## config.mk

```make
export PLATFORM = sky130hd
export DESIGN_NAME = mem_arbiter
export DESIGN_NICKNAME = d
export VERILOG_FILES = /design/src/rtl/mem_arbiter.sv
export SDC_FILE = /design/constraint.sdc
export NUM_CORES = 1
export LEC_CHECK = 0
export ABC_AREA = 1
export CELL_PAD_IN_SITES_DETAIL_PLACEMENT = 0
export CELL_PAD_IN_SITES_GLOBAL_PLACEMENT = 1
export CORE_AREA = 3 3 101 151
export DETAILED_ROUTE_END_ITERATION = 16
export DIE_AREA = 0 0 104 154
export GPL_ROUTABILITY_DRIVEN = 1
export GPL_TIMING_DRIVEN = 0
export HOLD_SLACK_MARGIN = 0.1
export PLACE_DENSITY = 0.85
export SKIP_LAST_GASP = 1
export SYNTH_ARGS = -nofsm -noshare
export SYNTH_HDL_FRONTEND = slang
export SYNTH_SLANG_ARGS = --single-unit
export TNS_END_PERCENT = 30
```

## constraint.sdc

```tcl
create_clock -name clock -period 2.4 [get_ports clock]
set_input_delay 0.48 -clock clock [delete_from_list [all_inputs] [get_ports clock]]
set_output_delay 0.48 -clock clock [all_outputs]
set_load 0.02 [all_outputs]
```

## src/rtl/mem_arbiter.sv

```systemverilog
// Two-port memory arbiter: shares one fixed-latency memory port between instruction fetch (IF) and load/store (LS).
// Optional build macro ARB_ROUND_ROBIN_EN selects round-robin tie-breaking; otherwise LS has fixed priority on ties.
`timescale 1ns/1ps

module mem_arbiter #(
    parameter int MEM_LAT = 1
) (
    input  logic        clock,
    input  logic        reset,

    input  logic        if_req_valid,
    output logic        if_req_ready,
    input  logic [31:0] if_addr,
    output logic        if_resp_valid,
    output logic [31:0] if_rdata,

    input  logic        ls_req_valid,
    output logic        ls_req_ready,
    input  logic [31:0] ls_addr,
    input  logic        ls_wen,
    input  logic [31:0] ls_wdata,
    input  logic [3:0]  ls_wmask,
    output logic        ls_resp_valid,
    output logic [31:0] ls_rdata,

    output logic        mem_valid,
    output logic [31:0] mem_addr,
    output logic        mem_wen,
    output logic [31:0] mem_wdata,
    output logic [3:0]  mem_wmask,
    input  logic [31:0] mem_rdata
);

    // lat_cnt is 3 bits, so MEM_LAT must stay within 1..7.
    localparam logic [2:0] LAT_LAST = 3'(MEM_LAT);

    typedef enum logic {
        IDLE,
        WAIT
    } state_t;

    typedef enum logic {
        OWN_IF,
        OWN_LS
    } port_t;

    state_t     state;
    state_t     state_nxt;
    port_t      owner;
    port_t      owner_nxt;
    port_t      last_grant;
    port_t      last_grant_nxt;
    logic [2:0] lat_cnt;
    logic [2:0] lat_cnt_nxt;
    logic       owner_wen;

    logic       grant_if;
    logic       grant_ls;
    logic       resp_done;

    always_ff @(posedge clock) begin
        if (reset) begin
            state      <= IDLE;
            owner      <= OWN_IF;
            lat_cnt    <= 3'd0;
            last_grant <= OWN_LS;
        end else begin
            state      <= state_nxt;
            owner      <= owner_nxt;
            lat_cnt    <= lat_cnt_nxt;
            last_grant <= last_grant_nxt;
        end
    end

    // Remembers whether the in-flight LS access was a write so its ack returns zero data.
    always_ff @(posedge clock) begin
        if (grant_ls) begin
            owner_wen <= ls_wen;
        end else if (grant_if) begin
            owner_wen <= 1'b0;
        end
    end

    // Grant is only possible in IDLE and never while reset is asserted.
    always_comb begin
        grant_if = 1'b0;
        grant_ls = 1'b0;
        if (state == IDLE && !reset) begin
            if (if_req_valid && ls_req_valid) begin
`ifdef ARB_ROUND_ROBIN_EN
                grant_if = (last_grant == OWN_LS);
`else
                grant_if = 1'b0;
`endif
                grant_ls = !grant_if;
            end else begin
                grant_if = if_req_valid;
                grant_ls = ls_req_valid;
            end
        end
    end

    assign resp_done = (state == WAIT) && (lat_cnt == LAT_LAST) && !reset;

    always_comb begin
        state_nxt      = state;
        owner_nxt      = owner;
        lat_cnt_nxt    = lat_cnt;
        last_grant_nxt = last_grant;
        case (state)
            IDLE: begin
                if (grant_if || grant_ls) begin
                    state_nxt      = WAIT;
                    owner_nxt      = grant_ls ? OWN_LS : OWN_IF;
                    last_grant_nxt = grant_ls ? OWN_LS : OWN_IF;
                    lat_cnt_nxt    = 3'd1;
                end
            end
            WAIT: begin
                if (lat_cnt == LAT_LAST) begin
                    state_nxt = IDLE;
                end else begin
                    lat_cnt_nxt = lat_cnt + 3'd1;
                end
            end
            default: begin
                state_nxt = IDLE;
            end
        endcase
    end

    assign if_req_ready = grant_if;
    assign ls_req_ready = grant_ls;

    // IF accesses are always reads; write fields are only forwarded for LS writes.
    always_comb begin
        mem_valid = grant_if || grant_ls;
        mem_addr  = 32'd0;
        mem_wen   = 1'b0;
        mem_wdata = 32'd0;
        mem_wmask = 4'd0;
        if (grant_ls) begin
            mem_addr = ls_addr;
            if (ls_wen) begin
                mem_wen   = 1'b1;
                mem_wdata = ls_wdata;
                mem_wmask = ls_wmask;
            end
        end else if (grant_if) begin
            mem_addr = if_addr;
        end
    end

    always_comb begin
        if_resp_valid = 1'b0;
        if_rdata      = 32'd0;
        ls_resp_valid = 1'b0;
        ls_rdata      = 32'd0;
        if (resp_done) begin
            if (owner == OWN_IF) begin
                if_resp_valid = 1'b1;
                if_rdata      = mem_rdata;
            end else begin
                ls_resp_valid = 1'b1;
                ls_rdata      = owner_wen ? 32'd0 : mem_rdata;
            end
        end
    end

endmodule

```

# [Word level (Yosys, flattened, before mapping)]
# Index checks and enable logic that the tools add are counted.
[op_classes] n_eq_ne=3 addsub=1 bitwise_logic=1 reduce_logical=9 muxes=30
[op_table] cell="$mux W32" n=9
[op_table] cell="$mux W1" n=15
[op_table] cell="$mux W4" n=2
[op_table] cell="$mux W3" n=2
[op_table] cell="$pmux W3 S2" n=1
[op_table] cell="$logic_and A1 B1 Y1" n=4
[op_table] cell="$ne A2 B2 Y1 const B" n=2
[op_table] cell="$reduce_and A2 Y1" n=2
[op_table] cell="$add A3 B1 Y3 const B" n=1
[op_table] cell="$eq A3 B1 Y1 const B" n=1
[op_table] cell="$pmux W1 S2" n=1
[op_table] cell="$reduce_bool A2 Y1" n=1
[op_table] cell="$logic_not A1 Y1" n=1
[op_table] cell="$logic_or A1 B1 Y1" n=1
[op_table] cell="$not A1 Y1" n=1
[word_totals] out_inout_bits=138 register_bits=6 word_cells=48

# [Longest topological paths before layout]
# Gate-level depths: netlist of run 1.
[depth] depth_word=6 mapped_depth=8

# [Least setup slack after synthesis of run 1]
# OpenSTA, ideal clock, no wires.
[synth_timing] path_type="flip-flop to output port" start="reg lat_cnt[0]" end="out ls_rdata[3]" n_path_buf=1 arrival_ps=1420 setup_slack_ps=500 stages_incl_launch_ff=7 t_required_ps=1920 path_cell_list="dfxtp_1 > ha_1 > nand4_4 > nor2_4 > nand2_4 > buf_6 > nor2_1"
[synth_via] elab_chain_len=4
[synth_lines] element="start: declaration" line="53" rtl="logic [2:0] lat_cnt;"
[synth_lines] element="start signal: assignment" line="70" rtl="lat_cnt <= lat_cnt_nxt;"
[synth_lines] element="$eq A3 B1 Y1" line="103" rtl="assign resp_done = (state == WAIT) && (lat_cnt == LAT_LAST) && !reset;"
[synth_lines] element="$logic_and A1 B1 Y1 (2 in series)" line="103"
[synth_lines] element="$mux W32" line="159" rtl="if (resp_done) begin"
[synth_lines] element="end: declaration" line="24" rtl="output logic [31:0] ls_rdata,"
# Every way passes these cells.

# [Worst setup path in the final report of run 1]
[layout_timing] start="in ls_req_valid" end="out mem_addr[12]"
[layout_via] elab_chain_len=5 word_cells_on_any_way=7 cone_classes="mux (6); reduce/logical (1)"
[layout_lines] element="start: declaration" line="17" rtl="input logic ls_req_valid,"
[layout_lines] element="$logic_and A1 B1 Y1" line="89" rtl="if (if_req_valid && ls_req_valid) begin"
[layout_lines] element="$mux W1" line="89"
[layout_lines] element="$mux W1" line="88" rtl="if (state == IDLE && !reset) begin"
[layout_lines] element="$mux W32" line="149" rtl="end else if (grant_if) begin"
[layout_lines] element="$mux W32 *" line="142" rtl="if (grant_ls) begin"
[layout_lines] element="end: declaration" line="27" rtl="output logic [31:0] mem_addr,"
# Every way passes the cells marked *; elsewhere a longest branch is shown, timed or not.

==> results of run 1 <==
[cells in the final DEF, fill, tap and decap left out, types with 6 or more instances in the layout]
cell	instances
sky130_fd_sc_hd__buf_4	6
sky130_fd_sc_hd__buf_6	6
sky130_fd_sc_hd__clkbuf_2	24
sky130_fd_sc_hd__clkdlybuf4s15_1	10
sky130_fd_sc_hd__clkdlybuf4s15_2	19
sky130_fd_sc_hd__clkdlybuf4s50_1	136
sky130_fd_sc_hd__dlygate4sd2_1	82
sky130_fd_sc_hd__inv_1	44
sky130_fd_sc_hd__nand2_1	142
sky130_fd_sc_hd__nor2_1	97
sky130_fd_sc_hd__nor2_2	6
[worst reg2reg max path: stages (launching register included)]
cell and delay [ns]:
sky130_fd_sc_hd__dfxtp_1 0.41, sky130_fd_sc_hd__nor2_2 0.09, sky130_fd_sc_hd__nand2_1 0.13, sky130_fd_sc_hd__inv_4 0.08, sky130_fd_sc_hd__buf_8 0.17, sky130_fd_sc_hd__nand2_1 0.08
sky130_fd_sc_hd__inv_1 0.05
[repair_timing]
item,in CTS,in global routing
gates resized for setup,215,33
pin swaps,1,1
setup endpoints to repair,138,90
[flip-flops by register name (all words and copies together), names as in the netlist]
register and count:
owner 1, owner_wen 1, lat_cnt 3, state 1
[cell type report]
cell class | instances | area (µm²)
Tap cell | 192 | 240
Sequential cell | 6 | 130
Clock buffer | 4 | 78.8
Inverter | 48 | 183
Fill cell | 1637 | 9670
Multi-Input combinational cell | 261 | 1070
Buffer | 20 | 169
Timing Repair Buffer | 273 | 2520
[kinds of logic (layout without fill, tap and decap cells)]
| family | count (synthesis) | count (layout) | share of synthesized area (%) |
|---|---|---|---|
| AO/OA/AOI/OAI | 5 | 5 | 1.64 |
| adder cells (fa/ha/maj) | 2 | 2 | 1.64 |
| buffers and inverters | 68 | 345 | 21.6 |
| flip-flops | 6 | 6 | 8.52 |
| AND/OR/NAND/NOR | 254 | 254 | 66.6 |
[synth_stat cells, drive strengths merged]
master	count	share of area, %
o21ai	2	0.66
ha	2	1.6
inv	48	12
clkbuf	3	0.74
nand3	4	1.3
edfxtp	1	2.0
nor2	105	28
dfxtp	5	6.6
nand3b	1	0.49
nand4	1	1.4
buf	17	9.0
nand2	143	36
a21oi	3	0.98
[report_power, final]
group          leakage [nW]  internal (mW)  switching [mW]
registers            0.0510          0.111         0.00811
clock network        0.0382          0.221          0.0610
logic                  2.39          0.306           0.261
total                  2.48          0.637           0.330
[metrics by stage]
| step | cell area [µm²] | hold slack [ns] |
|---|---|---|
| floorplan | 1530 | 0.470 |
| global placement | 4500 | 0.493 |
| detailed placement | 4500 | 0.504 |
| CTS | 4520 | 0.509 |
| global route | 4390 | 0.538 |
| finish | 4390 | 0.503 |
[layer usage]
layer / global-route usage (%) / up-vias / share of wire [%]
li1: - / 1508 / -
met1: 11.3 / 1187 / 34
met2: 22.6 / 207 / 52
met3: 3.65 / 14 / 11
met4: 4.06 / 0 / 2.5
met5: 0 / - / 0
[path summary, 6_finish.rpt]
check | endpoint | cells past startpoint | slack, ns | start
hold reg to reg | lat_cnt[1] | 2 | 0.50 | lat_cnt[1]
setup / recovery | mem_addr[12] | 7 | 0.05 | ls_req_valid
hold / removal | lat_cnt[1] | 2 | 0.50 | lat_cnt[1]
setup reg to reg | owner_wen | 6 | 1.16 | state
==> results.cfg, run 1 <==
[critical_path]
buffer_and_inverter_count_on_the_worst_path = 4
critical_path.slowest_cell = sky130_fd_sc_hd__clkdlybuf4s50_1
path_max_fanout = 10
crit_chain = clkdlybuf4s50_1 -> nand3b_1 -> inv_2 -> buf_4 -> nand2_1 -> nand2_1 -> dlygate4sd2_1
launching_element_type_of_the_critical_path = primary input
cpLargestDelayFamily = buffers and inverters
critical_path_required_ns = 1.92
crit_path_frequent_cell = sky130_fd_sc_hd__nand2_1
worstPathArrival_ns = 1.87
worstSetupEndpointType = output port
worst_path_largest_cell_delay_ns = 0.43
timing_worst_setup_path_type = in2out

[sta]
final_max_slew_viol_count = 0
min_period_ns = 2.35
timing.final.ws_setup_ns = 0.0458
timing.slew.headroom_pct = 69.8
clock.fmax_ghz = 0.425
final_hold_viol_count = 0
grt_setup_unrepaired = true
timing_worst_slew_pin_value_ns = 0.450
fraction_of_the_cycle_the_final_worst_path_needs_pct = 98.1
setup-tns-final_ns = 0
clock_skew_ns = 0.00178
setup_viol = 0

[placed_design]
gp_congestion = 0.709
numPlacedInstances = 800
place.detailed.hpwl_mm = 8.44
dp_worst_setup_slack_ns = -0.730
port_buffers = 273

[layout]
final-instance-count-excl-fill = 804
layout-drive-gt1-share_pct = 12.9
final_util_pct = 31.2
area_delta_synth_final_pct = 188
antenna-diode-count = 0
fin_nets = 752

[floorplan]
die-area_um2 = 16000
die_w_um = 104
die_h_um = 154
io_pins = 275
fp-row-count = 53
core_um2 = 14100
initial_core_util_pct = 10.9

[yosys]
synth.yosys.seq_area_share_pct = 8.52
synth_cells = 335
ys_types = 19
postSynthNetCount = 474
flip_flop_and_latch_count_after_synthesis = 6
syn_area_um2 = 1530
synth_warnings = 0
mean_syn_cell_area_um2 = 4.56

[routing]
vias = 2916
dr.pass1.iters = 4
route.detailed.wl_per_inst_um = 12.1
remaining_drc_errors = 0
routed_wire_length_mm = 9.71
routed_via_density = 3.63
dr.first_iter.drc_count = 93
route.antenna.remaining_nets = 0

[run]
maxCapViolations = 0

[global_route]
grt_start_max_net_pins = 11
gr-usage-all-layers_pct = 11.6
grt_remaining_overflow = 0
first_pass_grt_wire_length_mm = 15.0
first_global_vias = 3133
grt_antenna_before_repair = 0

[clock_network]
clock_tree.buffer_depth = 2
cts_tree = built
post-cts-setup-buffer-count = 0
cts.hold.buffers_added = 0
clkSinkCount = 6
clock-root-buffer = sky130_fd_sc_hd__clkbuf_16
cts_inserted_buffers = 3
path_clk_slew_ns = 0.03
htree_levels = 1
clkLatencyLatePin_ns = 0.23

[run_status]
run_status = finished, final reports clean

[power]
power_density_nw_per_um2 = 220
total_power_mw = 0.967
leakagePower_nw = 2.48
ir_worst_vdd_uv = 153

[hold_path]
class_of_the_most_critical_hold_timing_path = reg2reg
(Power assumes the default switching activity.)
==> inputs of run 2 (changes only) <==
Settings changed: CTS_CLUSTER_SIZE from default to 40.
==> results of run 2 <==
The final DEF is identical to that of run 1; final timing and power are the same.
==> inputs of run 3 (changes only) <==
Settings changed: CORE_AREA 3 3 101 151 to 3 3 106 108, DIE_AREA 0 0 104 154 to 0 0 109 111, DONT_BUFFER_PORTS from default to 1, PLACE_DENSITY 0.85 to 0.44.
==> run 3 against run 2 <==
Compared with the run above:
- sequential power is essentially flat
- final cell count shrank 41%
- critical path depth shrank 1
- first-iteration DRC count is 51% lower
- largest power group unchanged
- clock power shrank 44%
- die area is 24% lower
- fmax up 4.7%
- sequential share of layout area increased by 4.5 points
- final area is 60% lower
- clock skew rose by 0.0010 ns
- global-route usage shrank 3.1 points
- register-to-register slack worse by 0.15 ns
==> results.cfg, run 3 (synthesized netlist as in run 1, its figures left out) <==
[power]
leakagePower_nw = 1.03
power_density_nw_per_um2 = 308
p_int_mw = 0.280
switching_power_mw = 0.256
total_power_mw = 0.536
power.switching_fraction_pct = 47.7
ir_worst_vdd_uv = 119
clock_power_share_pct = 29.7
power.share.sequential_pct = 22.2
comb_power_share_pct = 48.2

[layout]
highest_count_cells_in_the_layout_ignoring_fill_and_taps = 142 x sky130_fd_sc_hd__nand2_1, 97 x sky130_fd_sc_hd__nor2_1, 45 x sky130_fd_sc_hd__inv_1
most_common_cell_after_layout_fill_and_taps_aside = sky130_fd_sc_hd__nand2_1
area_delta_synth_final_pct = 14.1
max_flop_register = lat_cnt
layout-drive-gt1-share_pct = 9.73
largest_reg_flops = 3
fin_nets = 479
antenna-diode-count = 0
nFillCells = 1225
final-instance-count-excl-fill = 475

[sta]
setup-tns-final_ns = 0
final_hold_viol_count = 0
timing.final.ws_setup_ns = 0.152
clock_skew_ns = 0.00281
clock.fmax_ghz = 0.445
setup_viol = 0
fraction_of_the_cycle_the_final_worst_path_needs_pct = 93.7
final_max_slew_viol_count = 0
timing_worst_slew_pin_value_ns = 0.607
grt_setup_unrepaired = false
min_period_ns = 2.25
timing.slew.headroom_pct = 59.1

[critical_path]
worstSetupEndpointType = output port
timing_worst_setup_path_type = reg2out
r2r.worst_path.cells = 3
path_max_fanout = 10
launching_element_type_of_the_critical_path = flip-flop
setup.reg_to_reg.worst_slack_ns = 1.01
crit-reg2reg-capture = owner_wen
worstPathArrival_ns = 1.77
rr_startpoint = state
critical_path_required_ns = 1.92

[placed_design]
dp_worst_setup_slack_ns = 0.332
place.detailed.hpwl_mm = 5.46
gp_congestion = 0.712
numPlacedInstances = 471
port_buffers = 0

[run]
maxCapViolations = 0

[clock_network]
cts_inserted_buffers = 3
clkSinkCount = 6
cts_tree = built
htree_levels = 1
post_cts_resize_count = 0
clkLatencyLatePin_ns = 0.22
clock_tree.buffer_depth = 2
cts.hold.buffers_added = 0
clock-root-buffer = sky130_fd_sc_hd__clkbuf_8
path_clk_slew_ns = 0.04
post-cts-setup-buffer-count = 0

[global_route]
grt_start_max_net_pins = 11
grt_antenna_before_repair = 0
gr-usage-all-layers_pct = 8.48
grt_remaining_overflow = 0
first_pass_grt_wire_length_mm = 8.30
first_global_vias = 1724

[routing]
vias = 1937
remaining_drc_errors = 0
routed_via_density = 4.08
dr.first_iter.drc_count = 46
routed_wire_length_mm = 6.12
dr.pass1.iters = 4
route.detailed.wl_per_inst_um = 12.9
route.antenna.remaining_nets = 0

[hold_path]
endpoint_of_the_worst_hold_timing_path = state
hold_path_depth = 1
class_of_the_most_critical_hold_timing_path = in2reg
worstHoldStart = reset

[floorplan]
die-area_um2 = 12100
initial_core_util_pct = 14.8
die_h_um = 111
core_um2 = 10300
die_w_um = 109
fp-row-count = 37
io_pins = 275

[run_status]
run_status = finished, final reports clean
run 3: cell types whose count changed in the layout (fill, tap and decap cells not counted), moves of 2 or more:
| cell | previous run | this run |
|---|---|---|
| sky130_fd_sc_hd__clkbuf_16 | 3 | 0 |
| sky130_fd_sc_hd__clkbuf_2 | 24 | 0 |
| sky130_fd_sc_hd__clkdlybuf4s50_1 | 136 | 0 |
| sky130_fd_sc_hd__dlygate4sd2_1 | 82 | 0 |
| sky130_fd_sc_hd__clkdlybuf4s15_2 | 19 | 0 |
| sky130_fd_sc_hd__clkbuf_8 | 0 | 3 |
| sky130_fd_sc_hd__clkdlybuf4s15_1 | 10 | 0 |
| sky130_fd_sc_hd__buf_8 | 2 | 0 |
run 3: cell type report:
cell class,instances,area [µm²],share of cell area [%]
buffer,20,149,8.55
clock buffer,4,45.0,2.59
inverter,48,180,10.3
multi-input combinational,261,1070,61.3
sequential,6,130,7.47
tap,136,170,9.77
run 3: layer usage:
metal  share of wire (%)  track usage [%]
met1                  35             8.21
met2                  55             18.3
met3                 9.8            0.990
met4                0.33             1.26
met5                   0                0
run 3: critical path: stages (launching register included):
cell	delay, ns
sky130_fd_sc_hd__dfxtp_1	0.38
sky130_fd_sc_hd__ha_1	0.23
sky130_fd_sc_hd__nand4_4	0.14
sky130_fd_sc_hd__nor2_4	0.21
sky130_fd_sc_hd__nand2_4	0.11
sky130_fd_sc_hd__buf_6	0.16
sky130_fd_sc_hd__nor2_1	0.31
run 3: power by group through the flow:
stage | sequential [mW] | clock [mW] | combinational, mW
final | 0.119 | 0.159 | 0.258
after global routing | 0.120 | 0.167 | 0.291
after CTS | 0.119 | 0.163 | 0.264
after detailed placement | 0.121 | 0 | 0.263
after global placement | 0.120 | 0 | 0.263
after floorplan | 0.118 | 0 | 0.222
run 3: worst max-delay path by stage:
stage                          start            end  slack, ns
after floorplan           lat_cnt[0]    ls_rdata[3]       0.50
after global placement        ls_wen  mem_wdata[11]       0.34
after detailed placement      ls_wen  mem_wdata[19]       0.33
after CTS                 lat_cnt[0]   ls_rdata[20]       0.11
after global routing      lat_cnt[0]   ls_rdata[12]      0.008
final                     lat_cnt[0]   ls_rdata[18]       0.15
run 3: through the flow:
stage / cell area [µm²] / utilization [%] / hold WS [ns]
6_report: 1740 / 16.9 / 0.322
5_1_grt: 1740 / 16.9 / 0.322
4_1_cts: 1740 / 16.9 / 0.318
3_5_place_dp: 1700 / 16.4 / 0.504
3_3_place_gp: 1700 / 16.4 / 0.491
2_1_floorplan: 1530 / - / 0.470
